--- src/rtl/matrix_printer_gen.sv ---
// rtl/matrix_printer_gen.sv - packed matrix to decimal ASCII byte stream for uart_tx
module matrix_printer_gen #(
  parameter int ELEM_WIDTH = 16,
  parameter int MAX_DIM    = 5,
  parameter int DIGITS     = 5,
  parameter int DIM_W      = 3
) (
  input  logic                                  clk,
  input  logic                                  rst,
  input  logic                                  start,
  input  logic [DIM_W-1:0]                      dimM,
  input  logic [DIM_W-1:0]                      dimN,
  input  logic [MAX_DIM*MAX_DIM*ELEM_WIDTH-1:0] matrix_flat,
  input  logic                                  is_signed,
  input  logic                                  use_crlf,
  input  logic [3:0]                            pad_width,
  input  logic                                  tx_busy,
  output logic                                  tx_start,
  output logic [7:0]                            tx_data,
  output logic                                  busy,
  output logic                                  done,
  output logic                                  err
);

  localparam int N_EL  = MAX_DIM * MAX_DIM;
  localparam int IDX_W = $clog2(N_EL + 1);
  localparam int BC_W  = $clog2(16 + DIGITS + 3);
  localparam int CNT_W = $clog2(ELEM_WIDTH + 1);
  localparam int BCD_W = DIGITS * 4;

  typedef enum logic [2:0] {
    S_IDLE, S_LATCH, S_LOAD, S_CONV, S_SEND, S_ADV, S_DONE, S_WAIT_LOW
  } state_t;

  state_t state_q, state_d;

  logic [DIM_W-1:0]      dm_q, dn_q, row_q, col_q;
  logic                  sgn_q, crlf_q, rej_q, neg_q, wait_q;
  logic [3:0]            padw_q;
  logic [IDX_W-1:0]      idx_q;
  logic [ELEM_WIDTH-1:0] sh_q, elem;
  logic [BCD_W-1:0]      bcd_q, bcd_adj;
  logic [CNT_W-1:0]      cnt_q;
  logic [BC_W-1:0]       bc_q, nd, body, pad, digit_end, total, di;
  logic [7:0]            cur_byte;
  logic                  bad_req, last_col, last_row, last_byte, byte_ok;

  always_comb begin
    elem = '0;
    for (int k = 0; k < N_EL; k++)
      if (idx_q == IDX_W'(k)) elem = matrix_flat[k*ELEM_WIDTH +: ELEM_WIDTH];
  end

  always_comb begin
    bcd_adj = bcd_q;
    for (int i = 0; i < DIGITS; i++)
      if (bcd_q[i*4 +: 4] >= 4'd5) bcd_adj[i*4 +: 4] = bcd_q[i*4 +: 4] + 4'd3;
  end

  assign bad_req = (dimM == '0) || (dimN == '0) ||
                   (dimM > DIM_W'(MAX_DIM)) || (dimN > DIM_W'(MAX_DIM));
  assign last_col = (col_q == dn_q - DIM_W'(1));
  assign last_row = (row_q == dm_q - DIM_W'(1));

  // Field layout: [pad spaces][-][digits][terminator]
  always_comb begin
    nd = BC_W'(1);
    for (int i = 0; i < DIGITS; i++)
      if (bcd_q[i*4 +: 4] != 4'd0) nd = BC_W'(i + 1);
    body      = nd + BC_W'(neg_q);
    pad       = (BC_W'(padw_q) > body) ? BC_W'(padw_q) - body : '0;
    digit_end = pad + body;
    total     = digit_end + ((last_col && crlf_q) ? BC_W'(2) : BC_W'(1));
    di        = digit_end - BC_W'(1) - bc_q;
  end

  always_comb begin
    cur_byte = 8'h0A;
    if (bc_q < pad) begin
      cur_byte = 8'h20;
    end else if (neg_q && bc_q == pad) begin
      cur_byte = 8'h2D;
    end else if (bc_q < digit_end) begin
      for (int i = 0; i < DIGITS; i++)
        if (di == BC_W'(i)) cur_byte = 8'h30 + {4'h0, bcd_q[i*4 +: 4]};
    end else if (!last_col) begin
      cur_byte = 8'h09;
    end else if (crlf_q && bc_q == digit_end) begin
      cur_byte = 8'h0D;
    end
  end

  assign last_byte = (bc_q == total - BC_W'(1));
  assign byte_ok   = wait_q && !tx_busy && !tx_start;

  always_ff @(posedge clk or posedge rst) begin
    if (rst) state_q <= S_IDLE;
    else     state_q <= state_d;
  end

  always_comb begin
    state_d = state_q;
    case (state_q)
      S_IDLE:     if (start) state_d = S_LATCH;
      S_LATCH:    state_d = bad_req ? S_DONE : S_LOAD;
      S_LOAD:     state_d = S_CONV;
      S_CONV:     if (cnt_q == CNT_W'(ELEM_WIDTH - 1)) state_d = S_SEND;
      S_SEND:     if (byte_ok && last_byte) state_d = S_ADV;
      S_ADV:      state_d = (last_row && last_col) ? S_DONE : S_LOAD;
      S_DONE:     state_d = S_WAIT_LOW;
      S_WAIT_LOW: if (!start) state_d = S_IDLE;
      default:    state_d = S_IDLE;
    endcase
  end

  always_ff @(posedge clk or posedge rst) begin
    if (rst) begin
      dm_q     <= '0;
      dn_q     <= '0;
      row_q    <= '0;
      col_q    <= '0;
      sgn_q    <= 1'b0;
      crlf_q   <= 1'b0;
      rej_q    <= 1'b0;
      neg_q    <= 1'b0;
      wait_q   <= 1'b0;
      padw_q   <= '0;
      idx_q    <= '0;
      sh_q     <= '0;
      bcd_q    <= '0;
      cnt_q    <= '0;
      bc_q     <= '0;
      tx_start <= 1'b0;
      tx_data  <= 8'h00;
    end else begin
      case (state_q)
        S_LATCH: begin
          dm_q   <= dimM;
          dn_q   <= dimN;
          sgn_q  <= is_signed;
          crlf_q <= use_crlf;
          padw_q <= pad_width;
          rej_q  <= bad_req;
          row_q  <= '0;
          col_q  <= '0;
          idx_q  <= '0;
        end
        S_LOAD: begin
          // Negation in ELEM_WIDTH bits keeps the most negative value exact
          neg_q  <= sgn_q && elem[ELEM_WIDTH-1];
          sh_q   <= (sgn_q && elem[ELEM_WIDTH-1]) ?
                    (~elem) + {{(ELEM_WIDTH-1){1'b0}}, 1'b1} : elem;
          bcd_q  <= '0;
          cnt_q  <= '0;
          bc_q   <= '0;
          wait_q <= 1'b0;
        end
        S_CONV: begin
          bcd_q <= {bcd_adj[BCD_W-2:0], sh_q[ELEM_WIDTH-1]};
          sh_q  <= {sh_q[ELEM_WIDTH-2:0], 1'b0};
          cnt_q <= cnt_q + CNT_W'(1);
        end
        S_SEND: begin
          if (!wait_q && !tx_busy) begin
            tx_data  <= cur_byte;
            tx_start <= 1'b1;
            wait_q   <= 1'b1;
          end else if (wait_q && tx_busy) begin
            tx_start <= 1'b0;
          end else if (byte_ok) begin
            wait_q <= 1'b0;
            bc_q   <= last_byte ? '0 : bc_q + BC_W'(1);
          end
        end
        S_ADV: begin
          idx_q <= idx_q + IDX_W'(1);
          if (last_col) begin
            col_q <= '0;
            row_q <= row_q + DIM_W'(1);
          end else begin
            col_q <= col_q + DIM_W'(1);
          end
        end
        default: ;
      endcase
    end
  end

  assign busy = (state_q != S_IDLE);
  assign done = (state_q == S_DONE);
  assign err  = (state_q == S_DONE) && rej_q;

endmodule

--- config.mk ---
export PLATFORM = sky130hd
export DESIGN_NAME = matrix_printer_gen
export DESIGN_NICKNAME = d
export VERILOG_FILES = /design/src/rtl/matrix_printer_gen.sv
export SDC_FILE = /design/constraint.sdc
export NUM_CORES = 1
export LEC_CHECK = 0
export CELL_PAD_IN_SITES_DETAIL_PLACEMENT = 1
export CELL_PAD_IN_SITES_GLOBAL_PLACEMENT = 2
export CORE_MARGIN = 2
export CORE_UTILIZATION = 24
export DETAILED_ROUTE_END_ITERATION = 8
export PLACE_DENSITY_LB_ADDON = 0.1
export SLEW_MARGIN = 10
export SYNTH_ARGS = -nofsm -noshare
export SYNTH_HDL_FRONTEND = slang
export SYNTH_SLANG_ARGS = --single-unit
--- constraint.sdc ---
create_clock -name clk -period 7.3 [get_ports clk]
set_input_delay 1.825 -clock clk [delete_from_list [all_inputs] [get_ports clk]]
set_output_delay 1.825 -clock clk [all_outputs]
set_load 0.05 [all_outputs]
Yosys cells after proc, flatten, opt, wreduce, memory -nomap -nowiden
Cells that the tools add are included.

storage, ports and cells
  logic and storage cells = 215
  register bits = 84
  bits of input ports = 416
  output and inout port bits = 12

operators by class
  add/subtract/negate cells = 25
  reduce and logical (&&, ||, !) cells = 37
  $lt $le $gt $ge = 10
  eq/ne operators = 51
  multiplexer cells = 73
  bitwise operators = 1

operators with widths
  operator                                                                              count
  16-bit two-way mux                                                                    26
  8-bit two-way mux                                                                     7
  5-bit by 4-bit == test with 1-bit output (second input constant)                      9
  5-bit == test (second input constant)                                                 9
  5-bit two-way mux                                                                     8
  20-bit case mux with 2 select lines                                                   1
  6-bit by 4-bit adder with 7-bit output (first input constant)                         5
  3-bit two-way mux                                                                     11
  16-bit case mux with 2 select lines                                                   1
  5-bit case mux with 2 select lines                                                    3
  5-bit by 3-bit == test with 1-bit output (second input constant)                      5
  3-bit case mux with 8 select lines                                                    1
  5-bit by 2-bit == test with 1-bit output (second input constant)                      4
  4-bit by 3-bit greater-or-equal comparator with 1-bit output (second input constant)  5
  16-bit by 1-bit adder with 16-bit output (second input constant)                      1
  4-bit by 2-bit adder with 4-bit output (second input constant)                        4
  4-bit two-way mux                                                                     4
  2-bit != test (second input constant)                                                 8
  16-bit inverter                                                                       1
  4-bit nonzero test                                                                    4
  5-bit by 1-bit adder with 5-bit output (second input constant)                        3
  5-bit == test                                                                         3
  3-bit == test (second input constant)                                                 4
  3-bit case mux with 2 select lines                                                    2
  31 further kinds                                                                      68

Depth between registers and ports, before layout
Gate-level depths: netlist of the first run.

  word-level depth = 30
  depth in mapped cells = 33
  mapped depth without buffers = 32

Worst setup path after synthesis of the first run
No wires, ideal clock.

  path kind = flip-flop to flip-flop
  start = reg bcd_q[4]
  end = reg state_q[1]
  data arrival time = 5745 ps
  buffers on the path = 0
  data required time = 7175 ps
  setup time = 125 ps
  cell stages (with the launch flop) = 29
  setup slack = 1431 ps
  period minus slack after synthesis = 5869 ps
  cells stage by stage = dfrtp_1 inv_1 ha_1 nor3b_1 o21ai_0 nand2_1 ha_1 ha_1 inv_1 ha_1 nor2b_1 o21ai_0 a21oi_1 o21ai_0 or2_2 inv_1 fa_1 xor2_1 inv_1 ha_1 a21o_1 a21oi_1 xnor2_1 xnor3_1 xor3_1 nor3_1 nor2_1 nor2_1 mux2_2

on the way
  longest elaborated chain between the ends = 15
  elaborated cells on any way between the ends = 16
  those cells by class = add/sub: 5; order compare: 1; eq/ne: 2; mux: 5; reduce/logical: 3

ends and longest elaborated chain
  element                                                                                                                  RTL line  text
  from (decl)                                                                                                              42        logic [BCD_W-1:0] bcd_q, bcd_adj;
  from (signal assigned)                                                                                                   159       bcd_q <= {bcd_adj[BCD_W-2:0], sh_q[ELEM_WIDTH-1]};
  4-bit nonzero test *                                                                                                     69        if (bcd_q[i*4 +: 4] != 4'd0) nd = BC_W'(i + 1);
  2-bit two-way mux *                                                                                                      69
  5-bit two-way mux * (3 in a row)                                                                                         69
  5-bit by 1-bit adder with 5-bit output *                                                                                 70        body = nd + BC_W'(neg_q);
  4-bit by 5-bit subtractor with 5-bit output or 4-bit by 5-bit greater-than comparator with 1-bit output (tied branches)  71        pad = (BC_W'(padw_q) > body) ? BC_W'(padw_q) - body : '0;
  5-bit two-way mux                                                                                                        71
  5-bit adder *                                                                                                            72        digit_end = pad + body;
  5-bit by 2-bit adder with 5-bit output *                                                                                 73        total = digit_end + ((last_col && crlf_q) ? BC_W'(2) : BC_W'(1));
  5-bit by 1-bit subtractor with 5-bit output *                                                                            93        assign last_byte = (bc_q == total - BC_W'(1));
  5-bit == test *                                                                                                          93
  1-bit logical AND *                                                                                                      108       S_SEND: if (byte_ok && last_byte) state_d = S_ADV;
  2-bit != test (no source line) *                                                                                         -
  4-bit AND reduction (no source line) *                                                                                   -
  to (signal assigned)                                                                                                     98        else state_q <= state_d;
  to (decl)                                                                                                                35        state_t state_q, state_d;

Every way passes the cells marked *; elsewhere a longest branch is shown, timed or not.
A chain may end at the register's enable or synchronous reset.

Final worst setup path of the first run
Same ends and word-level chain as after synthesis.

==> flow_summary.ini, run 1 <==
[status]
status = finished clean

[global_routing]
grt_pass1_wl_mm = 98.9
grt_pass1_vias = 14000
grt_usage = 0.295
grt_overflow_total = 0
antenna_found_initial = 28
grt_max_degree = 56

[worst_setup_path]
worstSetupStartpointType = flip-flop
path_class = reg2reg
cp_data_required_time_ps = 7550
r2r-start = bcd_q[4]
critPathCaptureType = flip-flop
reg2reg_slack_ps = 490
cpPeakStageDelay_ps = 450
ff2ff_path_depth = 29
cpMaxStageDelayCell = fa_1
cp.arrival_ps = 7060
startpoint = bcd_q[4]
worstPathMaxFanout = 6
timing.rr.end = state_q[1]
path_common_cell = ha_1

[run]
maxCapViolCount = 0

[timing]
skew_ps = 7.79
slew_viol_final = 0
tns_ps = 0
period_minus_slack_ps = 6810
setup_violations = 0
tightestPinTransition_ps = 1260
period_share = 0.933
fmax_mhz = 147
slew_headroom = 0.158
rsz0062_at_grt = false
hold_viol_final = 0
holdWs_ps = 478

[worst_hold_path]
hold_path.class = reg2reg
worstHoldStart = rej_q
whs_endpoint = rej_q
hold-path-cell-count = 1

[power_and_ir_drop]
vdd_drop_max_uv = 580
p_leak_uw = 0.00617
power_frac_seq = 0.104
switching_share = 0.529
internal_power_uw = 3330
comb_power_share = 0.824
power.density_mw_per_mm2 = 447
power_switching_uw = 3750
clock_power_share = 0.072

[route]
wl_mm = 70.2
drtIter0Drc = 882
wl_per_cell_um = 28.9
drtPass1Iterations = 5
drc_errors = 0
viasPerCell = 5.56
vias = 13500
antenna_left = 0

[cells_and_area]
n_fill_cell = 5475
utilization = 0.359
seq_area_sq_mm = 0.00205
drive_above_1_share = 0.0555
area_growth_pct = 47.9
multi_input_area_sq_mm = 0.00784
fin_nets = 2294

[clock_network]
worst_skew_pair.late_latency_ps = 370
cts_sinks = 82
cts.path.max_buffers = 2
cts_buffers = 9
cts_setup_buffers = 0
htreeDepth = 3
cts_tree = done
cts_root_buf = clkbuf_16
clkSlewWorstSetupHoldPaths_ps = 70

[logic_synthesis]
avgSynthCellArea_sq_um = 7.39
synth-async-reset-ratio = 1.00
synth_area_sq_mm = 0.0107
synth-edff-count = 0
ys_types = 97
netlist_instances = 1448
synth.area.top_cells = dfrtp_1 19%, ha_1 6.9%, o21ai_0 6.5%, a21oi_1 5.7%, nand2_1 5.7%
netlist.area_leader.share = 0.192
synth-seq-cells = 82
synthFlopType = dfrtp_1
ys_seq_area_frac = 0.192
synth_top_area_cell = dfrtp_1
synth_warnings = 0

[die]
core-area_sq_mm = 0.0441
die_x_um = 215
dieArea_sq_mm = 0.0463
initial_utilization = 0.242
io_pins = 428
rows = 77
fp.dieH_um = 215

[placement]
gp_congestion = 0.936
port_buffers = 425
hpwl_mm = 56.8
flip-flops by register name, summed over array words and instances, names as in the netlist:
name	count
crlf_q	1
tx_data	6
rej_q	1
col_q	3
wait_q	1
idx_q	5
state_q	3
sh_q	16
bc_q	5
padw_q	4
row_q	3
dm_q	3
cnt_q	5
tx_start	1
sgn_q	1
bcd_q	20
dn_q	3
neg_q	1
worst max path at each step:
stage | cells past startpoint | slack [ps] | endpoint
after CTS | 29 | 420 | state_q[1]
final | 29 | 490 | state_q[1]
after global routing | 29 | 70 | state_q[1]
after detailed placement | 29 | 430 | state_q[1]
after global placement | 31 | 500 | state_q[1]
after floorplan | 28 | 1430 | state_q[1]
placed cells by master (no fill, tap or decap), drive strengths merged, types with 13 or more instances in the layout:
cell type	Yosys	layout
nand2	162	162
xnor2	27	27
o221ai	18	18
nor3b	13	13
o21ai	157	157
xor2	13	13
and3	13	13
clkdlybuf4s50	0	425
nand2b	28	28
diode	0	16
a31oi	19	19
dfrtp	82	82
o22ai	43	43
a21oi	123	123
nor2	93	93
nor3	22	22
nand3b	17	17
buf	67	38
nor2b	30	30
ha	59	59
a22oi	36	36
a211oi	16	16
o211ai	13	13
a221oi	26	26
nand3	31	31
inv	72	73
metrics by stage:
| step | worst slack [ps] | instances | power (uW) | instance area [sq um] |
|---|---|---|---|---|
| 2_1_floorplan | 1430 | 1450 | 4780 | 10700 |
| 3_3_place_gp | 502 | 2396 | 6400 | 15500 |
| 3_5_place_dp | 431 | 2396 | 6510 | 15500 |
| 4_1_cts | 419 | 2412 | 7070 | 15800 |
| 5_1_grt | 73.1 | 2423 | 7710 | 15800 |
| 6_report | 489 | 2428 | 7080 | 15800 |
timing repair:
action | 4_1_cts | 5_1_grt
gates resized for setup | 0 | 1
hold buffers | 0 | 0
setup endpoints to repair | 0 | 1
metal layers:
layer,track usage,vias to the layer above,wire length [um],part of all wire
met5,0,-,153,0.0022
met4,0.122,24,2610,0.037
met3,0.0718,120,4710,0.067
met2,0.524,478,35100,0.50
met1,0.337,6692,27600,0.39
li1,-,6182,-,-
cells in the mapped netlist (all sizes together), types with 8 or more instances:
master and number:
a32o 10, o211ai 13, nand2b 28, nor2 93, nor3b 13, o31ai 12
clkbuf 42, or3 9, o31a 8, inv 72, ha 59, nor2b 30
a211oi 16, nand3b 17, nor3 22, nand4 12, nand3 31, nand2 162
o22ai 43, a22o 12, a22oi 36, nand4b 9, xor2 13, a21oi 123
a221oi 26, dfrtp 82, a31oi 19, xnor2 27, o21ai 157, and3 13
o221ai 18, buf 67
cells by family after synthesis:
logic type | Yosys count | share of synthesized area
AO/OA/AOI/OAI | 584 | 0.362
AND/OR/NAND/NOR | 483 | 0.243
buffers and inverters | 183 | 0.0799
flip-flops | 82 | 0.192
adder cells (fa/ha/maj) | 63 | 0.0765
XOR/XNOR | 42 | 0.0371
multiplexers | 9 | 0.00889
other | 2 | 0.000702
critical path, delay by kind of cell, from the launching register on:
| kind | cells | cell delay [ps] |
|---|---|---|
| AND/OR/NAND/NOR | 6 | 1360 |
| multiplexers | 1 | 350 |
| buffers and inverters | 5 | 580 |
| flip-flops | 1 | 400 |
| XOR/XNOR | 4 | 1060 |
| adder cells (fa/ha/maj) | 7 | 1830 |
| AO/OA/AOI/OAI | 6 | 1120 |
power by group through the flow:
stage | Combinational, uW | Clock, uW | Sequential (uW)
3_5_place_dp | 5760 | 0 | 745
3_3_place_gp | 5660 | 0 | 741
4_1_cts | 5800 | 534 | 737
2_1_floorplan | 4030 | 0 | 746
6_report | 5830 | 513 | 734
5_1_grt | 6410 | 544 | 755
final cells by class:
type | count | area share
antenna | 16 | 0.00253
sequential | 82 | 0.130
timing repair buffer | 463 | 0.287
multi-input combinational | 1185 | 0.496
clock buffer | 9 | 0.0142
clock inverter | 7 | 0.00641
tap | 592 | 0.0468
inverter | 74 | 0.0176
Note: power is estimated with default switching activity, not from simulation.
==> run 2, diff against run 1 <==
--- a/config.mk
+++ b/config.mk
@@ -11,6 +11,7 @@
 export CORE_UTILIZATION = 24
 export DETAILED_ROUTE_END_ITERATION = 8
 export PLACE_DENSITY_LB_ADDON = 0.1
+export SKIP_CTS_REPAIR_TIMING = 1
 export SLEW_MARGIN = 10
 export SYNTH_ARGS = -nofsm -noshare
 export SYNTH_HDL_FRONTEND = slang
==> results of run 2 <==
Final layout, timing and power as in run 1 (identical DEF).
